===== src/rtl/ram_access_arbiter.sv =====
// Two-requester round-robin arbiter and strobe sequencer for the 16x8 async RAM.
// Each granted access runs IDLE -> STROBE -> HOLD -> ACK, with every output registered.
module ram_access_arbiter #(
    parameter int unsigned ADDR_W = 4,
    parameter int unsigned DATA_W = 8
) (
    input  logic              clk,
    input  logic              reset_bar,
    input  logic              req_a,
    input  logic              we_a,
    input  logic [ADDR_W-1:0] addr_a,
    input  logic [DATA_W-1:0] wdata_a,
    output logic              ack_a,
    input  logic              req_b,
    input  logic              we_b,
    input  logic [ADDR_W-1:0] addr_b,
    input  logic [DATA_W-1:0] wdata_b,
    output logic              ack_b,
    output logic [DATA_W-1:0] rdata,
    output logic              busy,
    output logic [ADDR_W-1:0] ram_address,
    output logic [DATA_W-1:0] ram_data_in,
    output logic              ram_write_bar,
    output logic              ram_read_bar,
    output logic              ram_output_enable,
    input  logic [DATA_W-1:0] ram_data_out
);

    typedef enum logic [1:0] {StIdle, StStrobe, StHold, StAck} state_t;

    state_t            state_q, state_d;
    logic              grant_b_q, grant_b_d;
    logic              last_b_q, last_b_d;
    logic              op_we_q, op_we_d;
    logic [ADDR_W-1:0] addr_d;
    logic [DATA_W-1:0] wdata_d;
    logic              take_a, take_b;

    // A wins a tie only when B had the previous grant.
    assign take_a = req_a && (!req_b || last_b_q);
    assign take_b = req_b && !take_a;

    always_comb begin
        state_d   = state_q;
        grant_b_d = grant_b_q;
        last_b_d  = last_b_q;
        op_we_d   = op_we_q;
        addr_d    = ram_address;
        wdata_d   = ram_data_in;
        unique case (state_q)
            StIdle: begin
                if (take_a || take_b) begin
                    state_d   = StStrobe;
                    grant_b_d = take_b;
                    last_b_d  = take_b;
                    op_we_d   = take_b ? we_b : we_a;
                    addr_d    = take_b ? addr_b : addr_a;
                    wdata_d   = take_b ? wdata_b : wdata_a;
                end
            end
            StStrobe: state_d = StHold;
            StHold:   state_d = StAck;
            StAck:    state_d = StIdle;
            default:  state_d = StIdle;
        endcase
    end

    // Pins are registered from the current state, so they trail it by one cycle:
    // address/data settle one cycle before the strobe falls and stay after it rises.
    always_ff @(posedge clk or negedge reset_bar) begin
        if (!reset_bar) begin
            state_q           <= StIdle;
            grant_b_q         <= 1'b0;
            last_b_q          <= 1'b1;
            op_we_q           <= 1'b0;
            ram_address       <= '0;
            ram_data_in       <= '0;
            ram_write_bar     <= 1'b1;
            ram_read_bar      <= 1'b1;
            ram_output_enable <= 1'b1;
            ack_a             <= 1'b0;
            ack_b             <= 1'b0;
            rdata             <= '0;
            busy              <= 1'b0;
        end else begin
            state_q           <= state_d;
            grant_b_q         <= grant_b_d;
            last_b_q          <= last_b_d;
            op_we_q           <= op_we_d;
            ram_address       <= addr_d;
            ram_data_in       <= wdata_d;
            ram_write_bar     <= !(state_q == StStrobe && op_we_q);
            ram_read_bar      <= !(state_q == StStrobe && !op_we_q);
            ram_output_enable <= !((state_q == StStrobe || state_q == StHold) && !op_we_q);
            ack_a             <= (state_q == StAck) && !grant_b_q;
            ack_b             <= (state_q == StAck) && grant_b_q;
            busy              <= (state_d != StIdle);
            // Output enable is still low during this cycle, so the RAM data is valid.
            if (state_q == StAck && !op_we_q) begin
                rdata <= ram_data_out;
            end
        end
    end

endmodule


===== config.mk =====
export PLATFORM = sky130hd
export DESIGN_NAME = ram_access_arbiter
export DESIGN_NICKNAME = d
export VERILOG_FILES = /design/src/rtl/ram_access_arbiter.sv
export SDC_FILE = /design/constraint.sdc
export NUM_CORES = 1
export LEC_CHECK = 0
export CORE_ASPECT_RATIO = 0.75
export CORE_UTILIZATION = 34
export DETAILED_ROUTE_END_ITERATION = 10
export GPL_TIMING_DRIVEN = 0
export PLACE_DENSITY = 0.7
export SYNTH_ARGS = -nofsm -noshare
export SYNTH_HDL_FRONTEND = slang
export SYNTH_SLANG_ARGS = --single-unit

===== constraint.sdc =====
create_clock -name clk -period 1.3 [get_ports clk]
set_input_delay 0.26 -clock clk [delete_from_list [all_inputs] [get_ports clk]]
set_output_delay 0.26 -clock clk [all_outputs]
set_load 0.05 [all_outputs]

==> reports/metrics.csv, run 1 <==
stage,metric,value,unit
status,outcome,finished with violations,
status,failing checks,setup timing,
worst_setup_path,"critical path, cell by cell",ha_2 > nor2b_4 > buf_8 > mux2_4,
power,Reg power frac,26.8,%
floorplanning,io pins,64,
global_routing,antenna violations before repair,0,
worst_setup_path,crit end category,flip-flop,
worst_setup_path,CP startpoint kind,flip-flop,
synthesis,part of the Yosys area used for sequential elements,55.76,%
drt,Wirelength per Cell,13.82,um
clock_tree,CTS clock-pin slew for the worst setup and hold paths,0.06,ns
synthesis,number of synthesized flops with an enable pin,0,
floorplanning,Die X,76.10,um
power,Pleak,1.003,nW
synthesis,"flops & latches, synth",31,
floorplanning,starting density of the core,36.81,%
floorplanning,DIE AREA,4381,um2
floorplanning,num rows,19,
global_routing,first-pass GRT wire length,5582,um
hold_path,Min-Delay Path Class,in2async,
timing,Slew HR,55.22,%
cells_and_area,final core occ,61.78,%
timing,final setup violation count,8,
drt,Final ANT Viol Nets,0,
clock_tree,Root Driver,clkbuf_8,
clock_tree,cts bufs inserted,5,
timing,PnR worst setup slack,-0.03456,ns
clock_tree,CTS sink cnt,31,
clock_tree,CTS tree,done,
timing,minimum clock period,1.335,ns
cells_and_area,Syn-to-layout area delta,67.83,%
synthesis,post-synth top area share,48.26,%
timing,setup skew after layout,0.002418,ns
placement,pre-CTS WS,-0.6018,ns
synthesis,Syn Inst Count,119,
synthesis,Most used DFF post-synth,dfrtp_1,
global_routing,pin count of the biggest net entering global routing,32,
placement,Port Buf Inserts,63,
floorplanning,Die Height,57.58,um
synthesis,cell with the most instances after synthesis,dfrtp_1,
synthesis,mapped cell area,1400,um2
global_routing,vias in the first global route,1160,
worst_setup_path,Critical Path Source,state_q[0],
worst_setup_path,critical path depth,4,
worst_setup_path,critical path class,reg2reg,
cells_and_area,post-layout instance area,2350,um2
worst_setup_path,Buffers & Inverters on Critical Path,1,
timing,fraction of the cycle the final worst path needs,102.7,%
timing,"Hold Vio Cnt, Final",0,
power,Max VDD drop,1.525,mV
drt,first drt pass iteration count,4,
power,switch share,45.75,%
timing,max-slew violations,0,
worst_setup_path,critical path data arrival time,1.50,ns
synthesis,Mean Syn Cell Area,11.77,um2
placement,dpl hpwl,2368,um
worst_setup_path,Worst R2R Setup Slack,-0.03,ns
synthesis,Synth top cells by count,"dfrtp_1 (27), a21oi_2 (18), nand2_1 (14), nor2_1 (14), a21oi_1 (10)",
worst_setup_path,worst setup path end,rdata[1],
worst_setup_path,"Max FO, Critical Path",8,
global_routing,Total GRT Usage,16.97,%
power,power per cell area,2794,nW/um2
worst_setup_path,FF-to-FF Start,state_q[0],
timing,unrepaired setup endpoints after global routing,yes,
clock_tree,hold-fix buffers at CTS,0,
floorplanning,Core Area,3804,um2
synthesis,Mapped Nets,161,
timing,actual slew at the worst max-slew pin,0.6718,ns
synthesis,yosys warns,0,
run,Max Cap Viol,0,
timing,fmax,749.3,MHz
worst_setup_path,cells on worst reg2reg path,4,
cells_and_area,# nets final,238,
worst_setup_path,R2R Path End,rdata[1],
placement,global placer's final weighted congestion,0.6683,
cells_and_area,share of cells above drive strength 1,45.69,%
drt,Via density,4.651,
clock_tree,Worst-Skew Late Latency,0.28,ns
power,Internal Pwr Total,3.561,mW
synthesis,Area contributors post-synth,"dfrtp_1 (48%), a21oi_2 (11%), dfstp_2 (7.5%), mux2_2 (5.6%), nand2_1 (3.8%)",
timing,worst hold margin,0.01707,ns
placement,"Cell Area, Placed",2098,um2
worst_setup_path,max incr delay on CP,0.41,ns
power,combinational power share,58.5,%
power,Clk network pwr share,14.8,%
clock_tree,clock tree buffer depth,2,
worst_setup_path,"Req. time, crit path",1.46,ns
drt,final wirelength,3442,um
synthesis,Post-synth ARST share,100.0,%
synthesis,"area leader, netlist",dfrtp_1,
power,P_sw,3.003,mW
drt,1st-iter DRT viols,47,
worst_setup_path,Crit-path slowest cell,dfrtp_1,
clock_tree,H-tree depth,2,
global_routing,grt ovf,0,
cells_and_area,ANT cells,0,
drt,vias,1158,
synthesis,Netlist cell types,25,
worst_setup_path,CP top delay family,flip-flops,
drt,DRC violations left,0,
==> timing repair <==
item / in CTS / in global routing
gates resized for setup: 109 / 38
pin swaps: 1 / 9
endpoints found under the setup margin: 76 / 33
cloned: 1 / 1
buffers inserted: 3 / 2
==> sequential cells by signal (all words and copies together) (netlist names) <==
register / count
ram_address: 4
rdata: 8
ram_output_enable: 1
ram_write_bar: 1
busy: 1
ram_data_in: 8
ack_a: 1
ack_b: 1
ram_read_bar: 1
grant_b_q: 1
last_b_q: 1
op_we_q: 1
state_q: 2
==> metrics by stage <==
| step | TNS [ns] | total power [mW] | instances |
|---|---|---|---|
| floorplan | 0 | 4.159 | 119 |
| global placement | -23.54 | 5.240 | 234 |
| detailed placement | -25.35 | 5.337 | 234 |
| CTS | -0.1436 | 6.522 | 246 |
| global route | -0.9406 | 6.928 | 249 |
| finish | -0.2398 | 6.564 | 249 |
==> worst min-delay path by stage <==
stage,depth (start not counted),startpoint,end
2_1_floorplan,0,reset_bar,ack_a
3_3_place_gp,1,grant_b_q,ack_a
3_5_place_dp,1,grant_b_q,ack_a
4_1_cts,1,reset_bar,rdata[2]
5_1_grt,1,reset_bar,rdata[0]
6_report,1,reset_bar,rdata[3]
==> layout by cell type (no fill, tap or decap), types with 2 or more instances in the layout <==
| cell type | netlist | layout |
|---|---|---|
| clkbuf_8 | 0 | 6 |
| buf_2 | 1 | 12 |
| dfrtp_1 | 27 | 27 |
| clkdlybuf4s15_2 | 0 | 11 |
| ha_1 | 4 | 2 |
| inv_2 | 0 | 2 |
| nand2_1 | 14 | 14 |
| buf_6 | 2 | 5 |
| nand2b_1 | 2 | 2 |
| nor2_1 | 14 | 13 |
| dfstp_2 | 4 | 4 |
| buf_4 | 1 | 8 |
| a21oi_4 | 0 | 6 |
| a21oi_1 | 10 | 9 |
| dlygate4sd2_1 | 0 | 2 |
| mux2_4 | 0 | 8 |
| a21oi_2 | 18 | 13 |
| clkdlybuf4s50_1 | 0 | 34 |
==> per-layer routing <==
metal	track usage (%)	vias to the layer above	share of wire (%)
met5	0	-	0
met4	6.593	0	0.78
met3	7.200	4	9.3
met2	27.01	54	45
met1	20.71	546	45
li1	-	554	-
==> power by group through the flow <==
stage | Sequential (mW) | Clock [mW] | Combinational [mW]
CTS | 1.77 | 0.990 | 3.77
global route | 1.82 | 1.03 | 4.07
global placement | 1.72 | 0 | 3.52
finish | 1.76 | 0.969 | 3.84
floorplan | 3.08 | 0 | 1.08
detailed placement | 1.76 | 0 | 3.58
==> kinds of logic (layout without fill, tap and decap cells) <==
| logic type | Yosys count | after routing | share of synthesized area, % |
|---|---|---|---|
| and+or+nand+nor | 35 | 35 | 10.55 |
| DFF | 31 | 31 | 55.76 |
| adders and majority gates | 4 | 4 | 3.575 |
| buffers and inverters | 7 | 85 | 4.468 |
| AOI/OAI and AO/OA | 34 | 34 | 19.21 |
| muxes | 8 | 8 | 6.435 |
==> area by class of cell <==
type / instances / area (um2)
buffer: 5 / 68.82
clock buffer: 6 / 82.58
clock inverter: 2 / 35.03
fill: 320 / 1454
inverter: 2 / 7.507
multi-input combinational: 81 / 675.6
sequential: 31 / 780.7
tap: 52 / 65.06
timing repair buffer: 70 / 634.4
Note: power is estimated with default switching activity, not from simulation.
==> run 2, diff against run 1 <==
- TNS_END_PERCENT: unset -> 1
==> run 2 against run 1 <==
  * Sequential share of layout area up 1.2 points
  * The run still ends with setup timing left
  * Setup slack better by 0.021 ns
  * Combinational power down 5.2%
  * Via count down 2.1%
  * Clock power down 0.4%
  * Register-to-register slack better by 0.02 ns
  * Power down 2.8%
==> reports/metrics.csv, run 2 (synthesized netlist as in run 1, its figures left out) <==
stage,metric,value,unit,change
cells_and_area,FF+latch area,782.0,um2,+0.16%
timing,worst hold margin,0.02131,ns,+0.004245 ns
worst_setup_path,"Max FO, Critical Path",10,,+2
hold_path,Min-Delay Path Class,in2async,,
timing,unrepaired setup endpoints after global routing,yes,,
drt,first drt pass iteration count,4,,unchanged
worst_setup_path,critical path data arrival time,1.48,ns,-0.02 ns
worst_setup_path,CP startpoint kind,flip-flop,,
clock_tree,H-tree depth,2,,unchanged
worst_setup_path,Critical Path Source,state_q[1],,
worst_setup_path,critical path class,reg2reg,,
timing,minimum clock period,1.314,ns,-0.02075 ns
cells_and_area,Multi-input gate area,626.9,um2,-7.2%
global_routing,pin count of the biggest net entering global routing,32,,unchanged
cells_and_area,ANT cells,0,,unchanged
clock_tree,clock tree buffer depth,2,,unchanged
timing,fraction of the cycle the final worst path needs,101.1,%,-1.6 points
floorplanning,Core Area,3804,um2,unchanged
power,Max VDD drop,1.457,mV,-4.4%
global_routing,grt ovf,0,,unchanged
drt,Wirelength per Cell,13.61,um,-1.6%
drt,Final ANT Viol Nets,0,,unchanged
status,outcome,finished with violations,,
timing,Slew HR,54.33,%,-0.88 points
global_routing,first-pass GRT wire length,5416,um,-3.0%
cells_and_area,post-layout instance area,2272,um2,-3.3%
power,Pleak,0.9794,nW,-2.3%
clock_tree,CTS clock-pin slew for the worst setup and hold paths,0.06,ns,about the same
global_routing,antenna violations before repair,0,,unchanged
cells_and_area,Syn-to-layout area delta,62.29,%,
clock_tree,Root Driver,clkbuf_8,,
timing,final setup TNS,-0.02412,ns,+0.2157 ns
drt,1st-iter DRT viols,41,,-13%
clock_tree,hold-fix buffers at CTS,0,,unchanged
floorplanning,starting density of the core,36.81,%,unchanged
floorplanning,num rows,19,,unchanged
placement,"Cell Area, Placed",2098,um2,unchanged
power,power per cell area,2809,nW/um2,+0.55%
timing,setup skew after layout,0.002038,ns,-0.0003805 ns
drt,vias,1134,,-2.1%
floorplanning,io pins,64,,unchanged
drt,DRC violations left,0,,unchanged
floorplanning,Die Height,57.58,um,unchanged
clock_tree,CTS tree,done,,
floorplanning,Die X,76.10,um,unchanged
clock_tree,cts bufs inserted,5,,unchanged
cells_and_area,Largest regs,"ram_data_in: 8 flops, rdata: 8 flops, ram_address: 4 flops",,
worst_setup_path,crit end category,flip-flop,,
global_routing,Total GRT Usage,16.44,%,-0.53 points
floorplanning,DIE AREA,4381,um2,unchanged
timing,final setup violation count,2,,-6
timing,"Hold Vio Cnt, Final",0,,unchanged
cells_and_area,fillers,333,,+4.1%
worst_setup_path,FF-to-FF Start,state_q[1],,
timing,max-slew violations,0,,unchanged
worst_setup_path,"Req. time, crit path",1.46,ns,about the same
run,Max Cap Viol,0,,unchanged
timing,fmax,761.1,MHz,+1.6%
placement,dpl hpwl,2368,um,unchanged
drt,final wirelength,3334,um,-3.1%
clock_tree,Worst-Skew Late Latency,0.27,ns,about the same
global_routing,vias in the first global route,1131,,-2.5%
drt,Via density,4.629,,-0.47%
cells_and_area,# nets final,234,,-1.7%
timing,PnR worst setup slack,-0.01380,ns,+0.02075 ns
placement,global placer's final weighted congestion,0.6683,,unchanged
placement,Port Buf Inserts,63,,unchanged
clock_tree,CTS sink cnt,31,,unchanged
status,failing checks,setup timing,,
timing,actual slew at the worst max-slew pin,0.6850,ns,+0.01327 ns
cells_and_area,"commonest non-fill, non-tap cells in the layout","clkdlybuf4s50_1 (34), dfrtp_1 (26), a21oi_2 (18)",,
cells_and_area,share of cells above drive strength 1,43.52,%,-2.2 points
cells_and_area,"commonest non-fill, non-tap cell in the layout",clkdlybuf4s50_1,,
==> run 2: final timing paths <==
path	to	slack, ns	cells past startpoint
setup / recovery	ram_address[3]	-0.01	6
hold / removal	rdata[2]	0.02	1
setup reg to reg	ram_address[3]	-0.01	6
hold reg to reg	ack_a	0.46	1
max in group asynchronous	state_q[0]	0.80	1
min in group clk	last_b_q	0.43	2
==> run 2: stage by stage <==
| step | power (mW) | cells | worst slack (ns) | utilization [%] |
|---|---|---|---|---|
| after floorplan | 4.159 | 119 | 0.002768 | - |
| after global placement | 5.240 | 234 | -0.5718 | 55.16 |
| after detailed placement | 5.337 | 234 | -0.6018 | 55.16 |
| after CTS | 6.293 | 243 | -0.1060 | 59.44 |
| after global routing | 6.739 | 245 | -0.07224 | 59.74 |
| final | 6.382 | 245 | -0.01380 | 59.74 |
==> run 2: layer usage <==
metal / up-vias / share of wire (%) / global-route usage (%)
li1: 545 / - / -
met1: 531 / 46 / 19.80
met2: 54 / 44 / 26.23
met3: 4 / 8.9 / 7.200
met4: 0 / 0.87 / 6.593
met5: - / 0 / 0
==> run 2: timing repair <==
| action | CTS | global route |
|---|---|---|
| setup buffers | 1 | 2 |
| endpoints found under the setup margin | 76 | 34 |
| cloned | 0 | 0 |
| gates resized for setup | 93 | 44 |
| pin swaps | 1 | 4 |
==> run 2: final cells by class <==
cell class | count | area share (%)
inverter | 2 | 0.3304
buffer | 5 | 3.194
multi-input combinational | 81 | 27.59
tap | 52 | 2.863
clock inverter | 2 | 1.542
sequential | 31 | 34.42
timing repair buffer | 66 | 26.43
clock buffer | 6 | 3.634
==> run 2: report_power, final <==
part / leakage (nW) / internal, mW / switching (mW)
logic: 0.566 / 1.35 / 2.29
registers: 0.353 / 1.48 / 0.296
clock network: 0.0612 / 0.619 / 0.346
==> run 2: critical path, stage by stage, from the launching register on <==
cell and delay, ns:
dfrtp_1 0.43, inv_2 0.11, ha_4 0.19, o21ai_4 0.10
buf_8 0.17, a21oi_2 0.13, a21oi_2 0.07
==> run 3, diff against run 2 <==
- SLEW_MARGIN: unset -> 20
==> run 3 against run 2 <==
  * Flip-flop and latch count did not move
  * The run still ends with setup timing left
  * Clock power rose by 0.7%
  * Core utilization fell by 1.1 points
  * Non-clock buffer count fell by 1
  * Highest routed layer unchanged
  * Cell count fell by 0.41%
  * Power fell by 1.7%
  * Largest cell class unchanged
  * Hold slack barely moved
  * Fmax fell by 3.4%
==> reports/metrics.csv, run 3 (synthesized netlist as in run 1, its figures left out) <==
stage,metric,value,unit,change
timing,max-slew violations,0,,unchanged
placement,"Cell Area, Placed",2093,um2,-0.24%
worst_setup_path,crit end category,flip-flop,,
clock_tree,CTS tree,done,,
cells_and_area,Largest regs,"ram_data_in: 8 flops, rdata: 8 flops, ram_address: 4 flops",,
cells_and_area,# nets final,233,,-0.43%
drt,first drt pass iteration count,3,,-1
placement,Port Buf Inserts,63,,unchanged
cells_and_area,Syn-to-layout area delta,59.43,%,
clock_tree,cts bufs inserted,5,,unchanged
drt,final wirelength,3262,um,-2.2%
timing,PnR worst setup slack,-0.06034,ns,-0.04653 ns
worst_setup_path,"Req. time, crit path",1.46,ns,about the same
timing,"Hold Vio Cnt, Final",0,,unchanged
cells_and_area,share of cells above drive strength 1,42.19,%,-1.3 points
placement,dpl hpwl,2348,um,-0.86%
timing,fmax,735.1,MHz,-3.4%
floorplanning,Die Height,57.58,um,unchanged
timing,worst hold margin,0.02088,ns,-0.0004338 ns
cells_and_area,"commonest non-fill, non-tap cells in the layout","clkdlybuf4s50_1 (34), dfrtp_1 (27), a21oi_2 (17)",,
clock_tree,CTS sink cnt,31,,unchanged
drt,1st-iter DRT viols,43,,+4.9%
timing,unrepaired setup endpoints after global routing,yes,,
timing,Slew HR,54.15,%,-0.19 points
clock_tree,clock tree buffer depth,2,,unchanged
floorplanning,Core Area,3804,um2,unchanged
global_routing,antenna violations before repair,0,,unchanged
global_routing,Total GRT Usage,16.63,%,+0.18 points
global_routing,vias in the first global route,1181,,+4.4%
cells_and_area,ANT cells,0,,unchanged
placement,pre-CTS WS,-0.3148,ns,+0.2870 ns
timing,final setup TNS,-0.2818,ns,-0.2576 ns
cells_and_area,fillers,331,,-0.60%
clock_tree,CTS clock-pin slew for the worst setup and hold paths,0.07,ns,about the same
global_routing,pin count of the biggest net entering global routing,32,,unchanged
placement,global placer's final weighted congestion,0.6683,,unchanged
floorplanning,io pins,64,,unchanged
power,Pleak,0.9621,nW,-1.8%
cells_and_area,"commonest non-fill, non-tap cell in the layout",clkdlybuf4s50_1,,
drt,vias,1120,,-1.2%
status,failing checks,setup timing,,
floorplanning,Die X,76.10,um,unchanged
worst_setup_path,critical path class,reg2reg,,
status,outcome,finished with violations,,
power,Max VDD drop,1.286,mV,-12%
timing,fraction of the cycle the final worst path needs,104.6,%,+3.6 points
clock_tree,Worst-Skew Late Latency,0.28,ns,about the same
cells_and_area,FF+latch area,780.7,um2,-0.16%
global_routing,grt ovf,0,,unchanged
timing,setup skew after layout,0.002730,ns,+0.0006921 ns
drt,Wirelength per Cell,13.37,um,-1.8%
drt,Via density,4.590,,-0.83%
worst_setup_path,critical path data arrival time,1.52,ns,+0.04 ns
floorplanning,num rows,19,,unchanged
floorplanning,DIE AREA,4381,um2,unchanged
drt,Final ANT Viol Nets,0,,unchanged
worst_setup_path,"Max FO, Critical Path",8,,-2
cells_and_area,Multi-input gate area,613.1,um2,-2.2%
timing,actual slew at the worst max-slew pin,0.6878,ns,+0.002793 ns
global_routing,first-pass GRT wire length,5575,um,+2.9%
power,power per cell area,2810,nW/um2,about the same
clock_tree,Root Driver,clkbuf_8,,
clock_tree,H-tree depth,2,,unchanged
timing,final setup violation count,8,,+6
placement,Inst Count DP,234,,unchanged
timing,minimum clock period,1.360,ns,+0.04653 ns
cells_and_area,Final Non-Filler Cells,244,,-0.41%
hold_path,Min-Delay Path Class,in2async,,
floorplanning,starting density of the core,36.81,%,unchanged
run,Max Cap Viol,0,,unchanged
drt,DRC violations left,0,,unchanged
cells_and_area,post-layout instance area,2232,um2,-1.8%
worst_setup_path,CP startpoint kind,flip-flop,,
==> run 3: worst paths after layout <==
path	start	end	slack [ns]	cells after the start
setup reg to reg	state_q[0]	rdata[1]	-0.06	4
min in group clk	req_a	last_b_q	0.43	2
hold / removal	reset_bar	rdata[2]	0.02	1
max in group asynchronous	reset_bar	state_q[0]	0.83	1
setup / recovery	state_q[0]	rdata[1]	-0.06	4
hold reg to reg	grant_b_q	ack_a	0.45	1
==> run 3: per-layer routing <==
metal  vias up  track usage (%)  wire [um]
li1        542                -          -
met1       516            21.14       1537
met2        55            26.75       1422
met3         7            5.760        266
met4         0            5.769         36
met5         -                0          0
==> run 3: power by group <==
| part | total, mW | internal, mW | switching (mW) |
|---|---|---|---|
| combinational | 3.54 | 1.27 | 2.27 |
| clock | 0.972 | 0.620 | 0.353 |
| sequential | 1.76 | 1.47 | 0.286 |
| total | 6.27 | 3.36 | 2.91 |
==> run 3: area by class of cell <==
| cell class | count | area share, % |
|---|---|---|
| Clock inverter | 2 | 1.570 |
| Tap cell | 52 | 2.915 |
| Inverter | 2 | 0.3363 |
| Buffer | 5 | 3.083 |
| Timing Repair Buffer | 65 | 25.95 |
| Sequential cell | 31 | 34.98 |
| Multi-Input combinational cell | 81 | 27.47 |
| Clock buffer | 6 | 3.700 |
==> run 3: through the flow <==
step                utilization (%)  power [mW]
CTS                           59.34       6.302
detailed placement            55.03       5.333
global placement              55.16       5.240
finish                        58.68       6.273
global route                  58.68       6.639
floorplan                         -       4.159
==> run 3: timing repair <==
| action | in CTS | in global routing |
|---|---|---|
| gates resized for setup | 91 | 41 |
| buffers inserted | 1 | 1 |
| hold buffers | 0 | 0 |
| pin swaps | 1 | 2 |
| setup endpoints to repair | 45 | 34 |
==> run 3: worst max-delay path: stages (launching register included) <==
cell and delay, ns:
dfrtp_1 0.41, ha_2 0.21, nor2b_4 0.14, buf_6 0.15, mux2_1 0.33
